### config.mk
export PLATFORM = sky130hd
export DESIGN_NAME = req_queue_frontend_flat
export DESIGN_NICKNAME = d
export VERILOG_FILES = /design/src/rtl/arb_pkg.sv /design/src/rtl/req_queue_frontend_if.sv /design/src/rtl/req_fifo.sv /design/src/rtl/req_queue_frontend.sv /design/src/flat_wrapper.sv
export SDC_FILE = /design/constraint.sdc
export NUM_CORES = 1
export LEC_CHECK = 0
export CAP_MARGIN = 40
export CORE_MARGIN = 2
export CORE_UTILIZATION = 45
export CTS_CLUSTER_SIZE = 12
export DETAILED_ROUTE_END_ITERATION = 8
export PLACE_DENSITY = 0.67
export REMOVE_ABC_BUFFERS = 1
export SLEW_MARGIN = 5
export SYNTH_ARGS = -nofsm -noshare
export SYNTH_HDL_FRONTEND = slang
export SYNTH_HIERARCHICAL = 1
export SYNTH_SLANG_ARGS = --single-unit
export TNS_END_PERCENT = 20
### constraint.sdc
create_clock -name clk -period 2.68 [get_ports clk]
set_input_delay 0.536 -clock clk [delete_from_list [all_inputs] [get_ports clk]]
set_output_delay 0.536 -clock clk [all_outputs]
set_load 0.03 [all_outputs]
### src/rtl/arb_pkg.sv
// -----------------------------------------------------------------------------
// arb_pkg
// Shared constants and helpers for the round-robin arbiter and its ingress
// queue front end.
//   N_CH_DEFAULT   number of requesters (arbiter width)
//   DW_DEFAULT     data word width
//   DEPTH_DEFAULT  entries per channel FIFO
//   CH_W           channel index width, clog2(N_CH_DEFAULT)
//   onehot_to_idx  one-hot grant vector to binary channel index
// -----------------------------------------------------------------------------
package arb_pkg;

   localparam int N_CH_DEFAULT  = 4;
   localparam int DW_DEFAULT    = 8;
   localparam int DEPTH_DEFAULT = 4;
   localparam int CH_W          = $clog2(N_CH_DEFAULT);

   // OR of the indices of all set bits; exact for a one-hot input, 0 for idle
   function automatic logic [CH_W-1:0] onehot_to_idx(input logic [N_CH_DEFAULT-1:0] oh);
      logic [CH_W-1:0] idx;
      idx = {CH_W{1'b0}};
      for (int i = 0; i < N_CH_DEFAULT; i++) begin
         if (oh[i]) begin
            idx = idx | CH_W'(i);
         end else begin
            idx = idx;
         end
      end
      return idx;
   endfunction

endpackage

### src/rtl/req_queue_frontend_if.sv
// -----------------------------------------------------------------------------
// req_queue_frontend_if
// Bundles the ingress write channels, the arbiter req/gnt pair and the single
// output channel of req_queue_frontend.
//   in_valid/in_data/in_ready  per-channel write handshake (in_data lane i is
//                              [i*DW +: DW])
//   req/gnt                    request vector to, one-hot grant from arbiter
//   out_valid/out_data/out_ch  popped word and its source channel
//   gnt_err                    sticky grant protocol error
// Modports: master = sources/arbiter side, slave = the queue front end.
// -----------------------------------------------------------------------------
interface req_queue_frontend_if #(
   parameter int N_CH = arb_pkg::N_CH_DEFAULT,
   parameter int DW   = arb_pkg::DW_DEFAULT
);

   logic [N_CH-1:0]          in_valid;
   logic [N_CH*DW-1:0]       in_data;
   logic [N_CH-1:0]          in_ready;
   logic [N_CH-1:0]          req;
   logic [N_CH-1:0]          gnt;
   logic                     out_valid;
   logic [DW-1:0]            out_data;
   logic [$clog2(N_CH)-1:0]  out_ch;
   logic                     gnt_err;

   modport master (
      output in_valid, in_data, gnt,
      input  in_ready, req, out_valid, out_data, out_ch, gnt_err
   );

   modport slave (
      input  in_valid, in_data, gnt,
      output in_ready, req, out_valid, out_data, out_ch, gnt_err
   );

endinterface

### src/rtl/req_fifo.sv
// -----------------------------------------------------------------------------
// req_fifo
// Synchronous show-ahead FIFO for one requester channel.
//   clk    rising-edge clock
//   rst    synchronous active-high reset (pointers and count to 0)
//   push   write din (ignored while full)
//   pop    drop the head entry (ignored while empty)
//   din    write data
//   dout   current head entry (valid while !empty)
//   count  number of stored entries, 0..DEPTH
//   full   count == DEPTH
//   empty  count == 0
// full/empty come from the registered count only, so a pop in the same cycle
// never makes room for a push.
// -----------------------------------------------------------------------------
module req_fifo #(
   parameter int DW    = 8,
   parameter int DEPTH = 4
) (
   input  logic                     clk,
   input  logic                     rst,
   input  logic                     push,
   input  logic                     pop,
   input  logic [DW-1:0]            din,
   output logic [DW-1:0]            dout,
   output logic [$clog2(DEPTH):0]   count,
   output logic                     full,
   output logic                     empty
);

   localparam int AW = $clog2(DEPTH);

   logic [DW-1:0] mem_r [DEPTH];
   logic [AW-1:0] wr_ptr_r;
   logic [AW-1:0] rd_ptr_r;
   logic [AW:0]   count_r;
   logic          do_push_s;
   logic          do_pop_s;

   assign full      = (count_r == (AW+1)'(DEPTH));
   assign empty     = (count_r == {(AW+1){1'b0}});
   assign count     = count_r;
   assign dout      = mem_r[rd_ptr_r];
   assign do_push_s = push & ~full;
   assign do_pop_s  = pop & ~empty;

   // Storage array; contents are don't-care while empty so it carries no reset
   always_ff @(posedge clk) begin
      if (do_push_s) begin
         mem_r[wr_ptr_r] <= din;
      end
   end

   // Pointers wrap naturally at DEPTH (power of two); count tracks occupancy
   always_ff @(posedge clk) begin
      if (rst) begin
         wr_ptr_r <= {AW{1'b0}};
         rd_ptr_r <= {AW{1'b0}};
         count_r  <= {(AW+1){1'b0}};
      end else begin
         if (do_push_s) begin
            wr_ptr_r <= wr_ptr_r + AW'(1'b1);
         end
         if (do_pop_s) begin
            rd_ptr_r <= rd_ptr_r + AW'(1'b1);
         end
         case ({do_push_s, do_pop_s})
            2'b10:   count_r <= count_r + (AW+1)'(1'b1);
            2'b01:   count_r <= count_r - (AW+1)'(1'b1);
            default: count_r <= count_r;
         endcase
      end
   end

endmodule

### src/rtl/req_queue_frontend.sv
// -----------------------------------------------------------------------------
// req_queue_frontend
// Per-requester ingress queueing in front of the N_CH-way round-robin arbiter.
// Each source writes into its own req_fifo; req[i] flags a non-empty FIFO.
// A grant pops the granted FIFO and the head word appears one cycle later on
// the registered output channel.
//   clk   rising-edge clock
//   rst   synchronous active-high reset
//   bus   req_queue_frontend_if.slave (in_*, req, gnt, out_*, gnt_err)
// Optional build macro GNT_CHECK_EN adds a sticky grant protocol checker on
// gnt_err; without it gnt_err is tied 0. The datapath is the same either way.
// -----------------------------------------------------------------------------
module req_queue_frontend
   import arb_pkg::*;
#(
   parameter int N_CH  = N_CH_DEFAULT,
   parameter int DW    = DW_DEFAULT,
   parameter int DEPTH = DEPTH_DEFAULT
) (
   input  logic                  clk,
   input  logic                  rst,
   req_queue_frontend_if.slave   bus
);

   localparam int CW = $clog2(DEPTH) + 1;
   localparam logic [N_CH-1:0] LSB_ONE = {{(N_CH-1){1'b0}}, 1'b1};

   logic [DW-1:0]   head_s  [N_CH];
   logic [CW-1:0]   count_s [N_CH];
   logic [N_CH-1:0] full_s;
   logic [N_CH-1:0] empty_s;
   logic [N_CH-1:0] pop_sel_s;
   logic [N_CH-1:0] pop_oh_s;
   logic [CH_W-1:0] pop_idx_s;
   logic            pop_any_s;

   logic            out_valid_r;
   logic [DW-1:0]   out_data_r;
   logic [CH_W-1:0] out_ch_r;

   for (genvar i = 0; i < N_CH; i++) begin : g_ch
      req_fifo #(
         .DW    (DW),
         .DEPTH (DEPTH)
      ) u_fifo (
         .clk   (clk),
         .rst   (rst),
         .push  (bus.in_valid[i]),
         .pop   (pop_oh_s[i]),
         .din   (bus.in_data[i*DW +: DW]),
         .dout  (head_s[i]),
         .count (count_s[i]),
         .full  (full_s[i]),
         .empty (empty_s[i])
      );

      assign bus.req[i] = (count_s[i] != {CW{1'b0}});
   end

   assign bus.in_ready = ~full_s;

   // Grant decode: stale grants on empty FIFOs are masked out, and of the
   // remaining bits only the lowest one pops (x & -x isolates it)
   always_comb begin
      pop_sel_s = bus.gnt & ~empty_s;
      pop_oh_s  = pop_sel_s & (~pop_sel_s + LSB_ONE);
      pop_idx_s = onehot_to_idx(pop_oh_s);
      pop_any_s = |pop_sel_s;
   end

   // Output register: valid pulses for one cycle per pop, data/channel hold
   always_ff @(posedge clk) begin
      if (rst) begin
         out_valid_r <= 1'b0;
         out_data_r  <= {DW{1'b0}};
         out_ch_r    <= {CH_W{1'b0}};
      end else begin
         out_valid_r <= pop_any_s;
         if (pop_any_s) begin
            out_data_r <= head_s[pop_idx_s];
            out_ch_r   <= pop_idx_s;
         end else begin
            out_data_r <= out_data_r;
            out_ch_r   <= out_ch_r;
         end
      end
   end

   assign bus.out_valid = out_valid_r;
   assign bus.out_data  = out_data_r;
   assign bus.out_ch    = out_ch_r;

`ifdef GNT_CHECK_EN
   logic [N_CH-1:0] stale_s;
   logic [N_CH-1:0] stale_r;
   logic            multi_s;
   logic            gnt_err_r;

   // A grant on an empty FIFO is the registered arbiter lagging by one pop;
   // only a repeat on the same channel next cycle is a protocol violation
   always_comb begin
      stale_s = bus.gnt & empty_s;
      multi_s = ((bus.gnt & (bus.gnt - LSB_ONE)) != {N_CH{1'b0}});
   end

   // Sticky error flag plus last-cycle stale history
   always_ff @(posedge clk) begin
      if (rst) begin
         stale_r   <= {N_CH{1'b0}};
         gnt_err_r <= 1'b0;
      end else begin
         stale_r   <= stale_s;
         gnt_err_r <= gnt_err_r | multi_s | (|(stale_s & stale_r));
      end
   end

   assign bus.gnt_err = gnt_err_r;
`else
   assign bus.gnt_err = 1'b0;
`endif

endmodule

### src/flat_wrapper.sv
// flat-port wrapper written by rule: the top's interface ports become plain ports
module req_queue_frontend_flat import arb_pkg::*;
#(
   parameter int N_CH  = N_CH_DEFAULT,
   parameter int DW    = DW_DEFAULT,
   parameter int DEPTH = DEPTH_DEFAULT
)
  (clk, rst, bus_in_valid, bus_in_data, bus_gnt, bus_in_ready, bus_req, bus_out_valid, bus_out_data, bus_out_ch, bus_gnt_err);
  req_queue_frontend_if #(.N_CH(N_CH), .DW(DW)) bus_i ();
  input  logic clk;
  input  logic rst;
  input wire logic [$bits(bus_i.in_valid)-1:0] bus_in_valid;
  input wire logic [$bits(bus_i.in_data)-1:0] bus_in_data;
  input wire logic [$bits(bus_i.gnt)-1:0] bus_gnt;
  output wire logic [$bits(bus_i.in_ready)-1:0] bus_in_ready;
  output wire logic [$bits(bus_i.req)-1:0] bus_req;
  output wire logic [$bits(bus_i.out_valid)-1:0] bus_out_valid;
  output wire logic [$bits(bus_i.out_data)-1:0] bus_out_data;
  output wire logic [$bits(bus_i.out_ch)-1:0] bus_out_ch;
  output wire logic [$bits(bus_i.gnt_err)-1:0] bus_gnt_err;
  assign bus_i.in_valid = bus_in_valid;
  assign bus_i.in_data = bus_in_data;
  assign bus_i.gnt = bus_gnt;
  assign bus_in_ready = bus_i.in_ready;
  assign bus_req = bus_i.req;
  assign bus_out_valid = bus_i.out_valid;
  assign bus_out_data = bus_i.out_data;
  assign bus_out_ch = bus_i.out_ch;
  assign bus_gnt_err = bus_i.gnt_err;
  req_queue_frontend #(.N_CH(N_CH), .DW(DW), .DEPTH(DEPTH)) u_core (.clk(clk), .rst(rst), .bus(bus_i));
endmodule
==> reports/metrics.cfg <==
[sta]
hold_viol_final=0
clock_skew_ns=0.00731
clock.fmax_mhz=404
setup_violations=0
slew_headroom=0.608
finalCritPeriodShare=0.924
final.min_clock_period_ns=2.48
worst_slew_pin_slew_ns=0.588
drv_slew=0

[hold_path]
hold_class=reg -> reg
min_from=u_core/bus.out_ch[1]

[finish]
layout_commonest_cell=edfxtp_1
nNetsFinal=622
fin_area_mm2=0.00890
drive_gt1_frac=0.202
antenna_cells=0
multiInputGateArea_mm2=0.00224
fin_cells=785
fill_cells=1231
regArea_mm2=0.00479
final_cell_mix=edfxtp_1, clkdlybuf4s50_1, dfxtp_1, nor2_1, inv_1
area_growth_pct=22.6

[global_routing]
gr-usage-all-layers=0.173
grt_pass1_vias=4162
grt_pass1_wl_um=21800
gr-total-overflow=0
grt_max_degree=33
grt_antenna_before_repair=0

[critical_path]
cp-start-kind=flip-flop
arrival_ns=2.83
crit_path_top_delay_cell=fa_1
critPathMaxFanout=6
cp_num_buf_inv=2
rrSetupSlack_ns=0.20
slowest_delay_ns=0.37
cpLargestDelayFamily=simple AND/OR/NAND/NOR gates
cp.required_ns=3.04
cp_cell_sequence=nor3_4 > nand2b_4 > nand2_2 > nor2_1 > o31ai_2 > inv_1 > ha_1 > inv_1 > fa_1 > xor2_1 > or3_1 > a21oi_1
timing_worst_setup_path_type=reg -> reg
crit_top_cell=inv_1
crit_path_end_kind=flip-flop
cp-startpoint=u_core/g_ch[1].u_fifo/count[2]
reg2reg_from=u_core/g_ch[1].u_fifo/count[2]

[die]
fp.dieH_um=131
pin_count=62
start_util=0.459
rows=46
coreArea_mm2=0.0158
die_area_mm2=0.0172
die_width_um=131

[drt]
ant_nets=0
routed_wirelength_um=13900
vias=4062
drt_iter0_drc=251
dr.pass1.iters=4
wire_per_inst_um=17.7
viasPerCell=5.17
drc=0

[clock_network]
root_buffer=clkbuf_16
clock_path_buffers=2
cts.sinks=175
insertion_delay_ns=0.42
cts_tree=yes
numCtsBuffers=17
clk_pin_slew_ns=0.06
cts_hold_buf=0
cts_htree_levels=4

[run]
drv_cap=0

[synthesis]
yosys.area.top_type=edfxtp_1
synth_area_leaders=edfxtp_1, dfxtp_1, mux4_2, ha_1, nor2_1
synth_seq_cells=175
netlist_instances=464
synth_edf_count=128
synthArstFlopShare=0
yosys_warnings=6
synth_seq_area_share=0.659
ys.flop_type=edfxtp_1
synthDistinctLibCells=37
synth_top_area_frac=0.529
avgSynthCellArea_um2=15.6
synthesis.area_mm2=0.00726

[place]
routabilityCongestion=0.799
post-place-cells=752
place_hpwl_um=9650
portBuffers=60
place_area_mm2=0.00825

[pwr]
switching_share=0.282
internal-power_w=0.00579
p_leak_nw=3.17
seqPwrFrac=0.423
p_per_area_mw_per_mm2=906
p_comb_frac=0.254
clock_power_share=0.323
vdd_ir_drop_max_mv=0.482
p_sw_w=0.00228

[outcome]
outcome=complete, no violations

==> cell families (layout without fill, tap and decap cells) <==
logic type	after synthesis	count (layout)	share of synthesized area
XOR/XNOR	12	12	0.0145
other	1	1	0.000516
adder cells (fa/ha/maj)	24	24	0.0455
AND/OR/NAND/NOR	99	99	0.0789
AO/OA/AOI/OAI	53	53	0.0505
buffers and inverters	56	161	0.0353
flip-flops	175	175	0.659
multiplexers	44	44	0.116
==> power by group through the flow <==
stage	logic (W)	registers [W]	clock network, W
2_1_floorplan	0.00104	0.00360	0
3_5_place_dp	0.00202	0.00347	0
5_1_grt	0.00222	0.00345	0.00275
3_3_place_gp	0.00197	0.00345	0
6_report	0.00205	0.00341	0.00261
4_1_cts	0.00203	0.00341	0.00266
==> routing by layer <==
metal	global-route usage	vias up	wire length, um
li1	-	1913	-
met1	0.228	2032	6210
met5	0	-	0
met3	0.0501	12	770
met4	0.0569	0	167
met2	0.278	105	6740
==> Yosys cell counts, types with 10 or more instances <==
| cell | number |
|---|---|
| edfxtp_1 | 128 |
| dfxtp_1 | 47 |
| nor2_1 | 38 |
| inv_1 | 37 |
| mux4_2 | 32 |
| ha_1 | 20 |
| a21oi_1 | 16 |
| and2_1 | 16 |
| or3_1 | 16 |
| o21ai_0 | 13 |
| mux2i_1 | 12 |
| xor2_1 | 12 |
| nand2b_1 | 10 |
==> registers in the layout, summed over array words and instances (netlist names), named ones only <==
name	count
u_core/g_ch.u_fifo/count	12
u_core/bus.out_data	8
u_core/g_ch.u_fifo/mem_r	128
u_core/g_ch.u_fifo/wr_ptr_r	8
u_core/bus.out_ch	2
u_core/bus.out_valid	1
u_core/g_ch.u_fifo/rd_ptr_r	8
==> worst paths after layout <==
kind,to,cells past startpoint
setup / recovery,u_core/g_ch[2].u_fifo/count[2],12
hold / removal,u_core/bus.out_ch[1],1
setup reg to reg,u_core/g_ch[2].u_fifo/count[2],12
hold reg to reg,u_core/bus.out_ch[1],1
==> repair_timing <==
item,in CTS,in global routing
gates resized for setup,0,5
buffers inserted,0,1
setup endpoints to repair,0,2
==> layout make-up <==
cell class	instances	area share
Tap cell	216	0.0304
Timing Repair Buffer	91	0.0936
Clock buffer	21	0.0528
Inverter	38	0.0163
Multi-Input combinational cell	233	0.251
Clock inverter	11	0.0181
Sequential cell	175	0.538
==> metrics by stage <==
step	worst slack, ns	util	hold WS [ns]	setup TNS (ns)	power (W)
final	0.205	0.562	0.475	0	0.00807
after global routing	-0.0100	0.562	0.496	-0.0196	0.00843
after CTS	0.0995	0.561	0.476	0	0.00811
after detailed placement	-0.250	0.521	0.461	-0.692	0.00548
after global placement	-0.152	0.521	0.449	-0.364	0.00542
after floorplan	0.315	-	0.452	0	0.00464
Note: power is estimated with default switching activity, not from simulation.
